<file path="config.mk">
export PLATFORM = sky130hd
export DESIGN_NAME = inst_fetch_unit
export DESIGN_NICKNAME = d
export VERILOG_FILES = /design/src/rtl/fetch_pkg.sv /design/src/rtl/fetch_queue.sv /design/src/rtl/inst_fetch_unit.sv
export SDC_FILE = /design/constraint.sdc
export NUM_CORES = 1
export LEC_CHECK = 0
export ABC_CLOCK_PERIOD_IN_PS = 3500
export CAP_MARGIN = 20
export CELL_PAD_IN_SITES_DETAIL_PLACEMENT = 1
export CELL_PAD_IN_SITES_GLOBAL_PLACEMENT = 2
export CORE_MARGIN = 2
export CORE_UTILIZATION = 35
export DETAILED_ROUTE_END_ITERATION = 16
export HOLD_SLACK_MARGIN = 0.08
export PLACE_DENSITY_LB_ADDON = 0.1
export SETUP_SLACK_MARGIN = 0.2
export SKIP_CTS_REPAIR_TIMING = 1
export SYNTH_ARGS = -nofsm -noshare
export SYNTH_HDL_FRONTEND = slang
export SYNTH_SLANG_ARGS = --single-unit
</file>
<file path="constraint.sdc">
create_clock -name clock -period 3.5 [get_ports clock]
set_clock_uncertainty 0.1 [all_clocks]
set_input_delay 0.7 -clock clock [delete_from_list [all_inputs] [get_ports clock]]
set_output_delay 0.7 -clock clock [all_outputs]
set_load 0.02 [all_outputs]
</file>
<file path="src/rtl/fetch_pkg.sv">
// Shared types and constants for the instruction fetch stage.
package fetch_pkg;

  localparam int          INST_BYTES = 4;
  localparam logic [31:0] NOP_INST   = 32'h0000_0013;

  typedef struct packed {
    logic [31:0] pc;
    logic [31:0] inst;
  } fetch_entry_t;

  function automatic logic [31:0] align_pc(input logic [31:0] pc);
    return {pc[31:2], 2'b00};
  endfunction

endpackage

</file>
<file path="src/rtl/fetch_queue.sv">
// Circular FIFO of {pc, inst} entries between fetch and decode.
// Flush has priority over push and pop.
module fetch_queue
  import fetch_pkg::*;
#(
  parameter  int QUEUE_DEPTH = 4,
  localparam int PTR_W       = $clog2(QUEUE_DEPTH),
  localparam int CNT_W       = PTR_W + 1
) (
  input  logic               clock,
  input  logic               reset,
  input  logic               push,
  input  logic               pop,
  input  logic               flush,
  input  fetch_entry_t       push_entry,
  output fetch_entry_t       head,
  output logic               full,
  output logic               empty,
  output logic [CNT_W-1:0]   count
);

  fetch_entry_t     mem [QUEUE_DEPTH];
  logic [PTR_W-1:0] rd_ptr;
  logic [PTR_W-1:0] wr_ptr;
  logic             do_push;
  logic             do_pop;

  assign full    = (count == CNT_W'(QUEUE_DEPTH));
  assign empty   = (count == '0);
  assign do_pop  = pop && !empty;
  assign do_push = push && (!full || do_pop);
  assign head    = mem[rd_ptr];

  // NOTE: the storage array has no reset; count/pointers alone define which
  // entries are valid, so clearing the data would only cost logic.
  always_ff @(posedge clock) begin
    if (do_push && !flush) mem[wr_ptr] <= push_entry;
  end

  always_ff @(posedge clock) begin
    if (reset || flush) begin
      rd_ptr <= '0;
      wr_ptr <= '0;
      count  <= '0;
    end else begin
      if (do_push) wr_ptr <= wr_ptr + 1'b1;
      if (do_pop)  rd_ptr <= rd_ptr + 1'b1;
      if (do_push && !do_pop)      count <= count + 1'b1;
      else if (do_pop && !do_push) count <= count - 1'b1;
    end
  end

endmodule

</file>
<file path="src/rtl/inst_fetch_unit.sv">
// Fetch stage: owns the fetch PC, drives the icache, queues {pc, inst} for decode.
// Optional zero-latency bypass of an empty queue: define FETCH_BYPASS_EN.
module inst_fetch_unit
  import fetch_pkg::*;
#(
  parameter logic [31:0] RESET_PC    = 32'h0000_0000,
  parameter int          QUEUE_DEPTH = 4
) (
  input  logic        clock,
  input  logic        reset,
  output logic [31:0] cache_address,
  output logic        cache_read_enable,
  input  logic [31:0] cache_inst,
  input  logic        cache_waitrequest,
  input  logic        cache_inst_valid,
  input  logic        redirect_valid,
  input  logic [31:0] redirect_pc,
  output logic        out_valid,
  output logic [31:0] out_inst,
  output logic [31:0] out_pc,
  input  logic        out_ready
);

  localparam int CNT_W = $clog2(QUEUE_DEPTH) + 1;

  logic [31:0]      fetch_pc;
  logic [31:0]      pending_pc;
  logic             hold;
  logic             pending;
  logic             accept;
  logic             stalled;
  logic             keep;
  logic             q_push;
  logic             q_pop;
  logic             q_full;
  logic             q_empty;
  logic [CNT_W-1:0] q_count;
  fetch_entry_t     q_head;
  fetch_entry_t     new_entry;
  fetch_entry_t     out_entry;

  assign cache_address     = fetch_pc;
  assign cache_read_enable = !reset && (!q_full || hold);
  assign accept            = cache_read_enable && cache_inst_valid && !cache_waitrequest;
  // A refill still outstanding this cycle; a redirect now must be deferred.
  assign stalled           = hold && !accept;
  assign keep              = accept && !pending && !redirect_valid;
  assign new_entry         = '{pc: fetch_pc, inst: cache_inst};

`ifdef FETCH_BYPASS_EN
  logic bypass;
  assign bypass    = keep && q_empty;
  assign out_valid = !q_empty || bypass;
  assign out_entry = q_empty ? new_entry : q_head;
  assign q_push    = keep && !(bypass && out_ready);
`else
  assign out_valid = !q_empty;
  assign out_entry = q_head;
  assign q_push    = keep;
`endif

  assign q_pop    = out_ready && !q_empty;
  assign out_pc   = out_valid ? out_entry.pc   : 32'h0;
  assign out_inst = out_valid ? out_entry.inst : NOP_INST;

  always_ff @(posedge clock) begin
    if (reset) begin
      fetch_pc   <= align_pc(RESET_PC);
      pending_pc <= '0;
      hold       <= 1'b0;
      pending    <= 1'b0;
    end else if (redirect_valid && stalled) begin
      pending    <= 1'b1;
      pending_pc <= align_pc(redirect_pc);
    end else if (redirect_valid) begin
      fetch_pc <= align_pc(redirect_pc);
      hold     <= 1'b0;
      pending  <= 1'b0;
    end else if (accept) begin
      hold     <= 1'b0;
      pending  <= 1'b0;
      fetch_pc <= pending ? pending_pc : fetch_pc + INST_BYTES;
    end else if (cache_read_enable && cache_waitrequest) begin
      hold <= 1'b1;
    end
  end

  fetch_queue #(.QUEUE_DEPTH(QUEUE_DEPTH)) u_queue (
    .clock      (clock),
    .reset      (reset),
    .push       (q_push),
    .pop        (q_pop),
    .flush      (redirect_valid),
    .push_entry (new_entry),
    .head       (q_head),
    .full       (q_full),
    .empty      (q_empty),
    .count      (q_count)
  );

endmodule

</file>
==> results.md <==
- H-tree Lvls: 2
- Setup crit start kind: flip-flop
- Arrival @ worst endpoint: 2450 ps
- Hold crit path type: reg -> reg
- Placement Rows: 71
- Crit. End Element: output pin
- Final setup fails: 0
- Port Buf Inserts: 161
- Core ar.: 37600 um2
- Main synth FF type: edfxtp_1
- Die area: 39700 um2
- Peak Freq: 308 MHz
- Worst hold stages: 2
- CTS Buffer Depth: 3
- GPL Wtd Cong: 0.719
- Ys async rst share: 0%
- DRC Markers: 0
- Register area: 8880 um2
- Ratio of cells with drive above 1 in the final layout: between 15 and 20%
- Worst-path maximum fanout: 19
- Area of the multi-input gates: 4140 um2
- Sequential share of the synthesized area: 66.5%
- Hold WS: between 300 and 400 ps
- Syn Area/Cell: 14.3 um2
- Root Driver: clkbuf_16
- CP Data Required Time: 2700 ps
- Synth unique cells: 65
- Area Overhead vs Synth: 28.7%
- Post-synth EDFFs: 248
- Die span in y: about 200 um
- Final WL: 34.9 mm
- CTS sink count: 319
- #FFs+latches synth: 319
- Fin. Hold Viols: 0
- Initial DRT Pass Iterations: 4
- Tcrit/Tclk final: ~93%
- R2R depth: 10
- Via-to-Cell Ratio: 4.98
- Worst-margin pin slew: just over 800 ps
- Global-route usage over all layers: between 10% and 20%
- Die width: 199 um
- Remaining antenna violation count: 0
- Ys Warns: 0
- Worst slew margin: 46.2%
- Cells after Synth: about 930
- CTS buffer count: 38
- Largest net degree at the start of global routing: 67
- Mapped cell area: 13300 um2
- CTS tree: done
- RSZ-0062 raised after global routing: true
- Fillcell total: 3795
- Post-Layout Cell Count: 1673
- CTS clk-pin slew, worst paths: 50 ps
- Static leakage: about 0.0059 uW
- Reg2Reg Setup Slack: between 900 and 1000 ps
- Vias in the first global route: 8594
- Pins Over Slew Limit: 0
- Worst vdd ir: 292 uV
- I/O pin cnt: about 170
- Status: finished, final reports clean
- Pwr per Cell Area: 513 nW/um2
- Fin nets: 1209
- Max Cap Violations: 0
- Per-cell routed wire length: between 20 and 25 um
- Placed cell count: ~1.6k
- First-pass GRT wire length: 52.6 mm
- Vias: 8328
- Pre-CTS WS: 273 ps
- Critical path type: reg -> out
- PnR worst setup slack: 250 ps
- Initial DRC count: 298
- Post-DP HPWL: between 20 and 25 mm
- Fin crit period: 3250 ps
- Antenna violations before repair: 2
- Clk_lat worst skew: 520 ps
- Initial Util: 35.5%
- GRT overflow: 0
metrics by stage:
step	cell area (um2)	power [uW]	setup TNS, ps	utilization [%]
global placement	15700	5040	0	41.8
finish	17200	8810	0	45.7
detailed placement	15700	5050	0	41.8
floorplan	13400	4650	0	-
global route	17200	9130	0	45.7
CTS	16900	8930	-67.4	45.1
routing by layer:
layer | wire (um) | track usage (%) | up-vias
met5 | 13 | 0 | -
met4 | 608 | 4.64 | 2
met3 | 1780 | 3.48 | 47
met2 | 16800 | 29.7 | 160
met1 | 15600 | 23.7 | 4219
li1 | - | - | 3900
state kept, by name, summed over array words and instances, names as in the netlist, named ones only:
| name | count |
|---|---|
| cache_address | 30 |
| hold | 1 |
| pending | 1 |
| pending_pc | 30 |
| u_queue.count | 3 |
| u_queue.mem | 248 |
| u_queue.rd_ptr | 2 |
| u_queue.wr_ptr | 2 |
cells in the mapped netlist (2+ instances only):
| cell type | instances | area share [%] |
|---|---|---|
| nor4b_1 | 2 | 0.13 |
| nor3b_1 | 2 | 0.11 |
| mux2i_1 | 6 | 0.45 |
| nand3_1 | 19 | 0.71 |
| nand3b_1 | 3 | 0.17 |
| inv_1 | 15 | 0.42 |
| nand4_2 | 2 | 0.19 |
| buf_4 | 7 | 0.39 |
| o21a_1 | 3 | 0.17 |
| and2_1 | 64 | 3.0 |
| or3_1 | 2 | 0.094 |
| nand4_1 | 6 | 0.28 |
| o22ai_1 | 4 | 0.19 |
| mux4_2 | 62 | 10 |
| a31oi_1 | 7 | 0.33 |
| nand2_1 | 113 | 3.2 |
| ha_1 | 6 | 0.56 |
| xnor2_1 | 5 | 0.33 |
| a21oi_1 | 63 | 2.4 |
| nor2_1 | 38 | 1.1 |
| clkbuf_1 | 41 | 1.2 |
| nand2b_1 | 9 | 0.42 |
| buf_6 | 2 | 0.17 |
| and4_1 | 3 | 0.20 |
| nor3_1 | 12 | 0.45 |
| buf_1 | 2 | 0.056 |
| a311oi_1 | 2 | 0.13 |
| dfxtp_1 | 71 | 11 |
| or3b_1 | 2 | 0.13 |
| or2_2 | 5 | 0.23 |
| buf_2 | 12 | 0.45 |
| xor2_1 | 12 | 0.79 |
| and3_1 | 4 | 0.19 |
| o211ai_1 | 12 | 0.68 |
| edfxtp_1 | 248 | 56 |
| o21ai_0 | 29 | 1.1 |
| a211oi_1 | 9 | 0.51 |
cells in the final DEF, fill, tap and decap left out, drive strengths merged, types with 5 or more instances in the layout:
| cell type | synthesis | layout |
|---|---|---|
| nand2b | 9 | 9 |
| clkdlybuf4s50 | 0 | 139 |
| xnor2 | 5 | 5 |
| a21oi | 64 | 64 |
| nand2 | 113 | 113 |
| o21ai | 30 | 30 |
| a31oi | 7 | 7 |
| mux2i | 6 | 6 |
| nand3 | 19 | 19 |
| ha | 6 | 6 |
| nor2 | 38 | 38 |
| clkbuf | 41 | 53 |
| dlymetal6s2s | 0 | 20 |
| and2 | 64 | 64 |
| mux4 | 62 | 62 |
| or2 | 5 | 5 |
| clkinv | 0 | 13 |
| nor3 | 13 | 13 |
| o211ai | 12 | 12 |
| xor2 | 12 | 12 |
| edfxtp | 248 | 248 |
| nand4 | 9 | 9 |
| inv | 15 | 16 |
| buf | 23 | 62 |
| dfxtp | 71 | 71 |
| a211oi | 10 | 10 |
critical path, cell delays in order, from the launching register on:
cell	delay, ps
dfxtp_4	450
buf_12	230
mux4_2	520
and2_1	170
clkdlybuf4s50_1	550
worst paths after layout:
path	start	end
worst min register to register	pending_pc[12]$_SDFFE_PP0P_	pending_pc[12]$_SDFFE_PP0P_
worst max-delay path	flip-flop	out_inst[8]
worst min-delay path	pending_pc[12]$_SDFFE_PP0P_	pending_pc[12]$_SDFFE_PP0P_
worst max register to register	u_queue.count[0]$_SDFFE_PP0P_	u_queue.count[2]$_SDFFE_PP0P_
report_power, final:
part           internal, uW  leakage, uW  total, uW  switching (uW)
combinational           327      0.00245        713             386
clock                  2320     0.000596       3850            1530
sequential             4150      0.00285       4250            94.3
total                  6800      0.00590       8810            2010
layout make-up:
class                      instances  share of cell area, %
antenna                            1                 0.0146
clock buffer                      53                   6.36
multi-input combinational        537                   24.1
clock inverter                    16                  0.722
inverter                          15                  0.328
tap                              511                   3.72
sequential                       319                   51.7
timing repair buffer             221                   13.0
kinds of logic (layout without fill, tap and decap cells):
logic type | count (synthesis) | after routing | share of synthesized area, %
other cells | 1 | 5 | 0.0281
flops | 319 | 319 | 66.5
buf+inv | 79 | 305 | 2.65
compound gates | 147 | 147 | 6.73
xor+xnor | 17 | 17 | 1.12
fa+ha+maj | 7 | 7 | 0.713
simple gates | 293 | 293 | 11.3
mux | 69 | 69 | 11.0
Note: power is estimated with default switching activity, not from simulation.
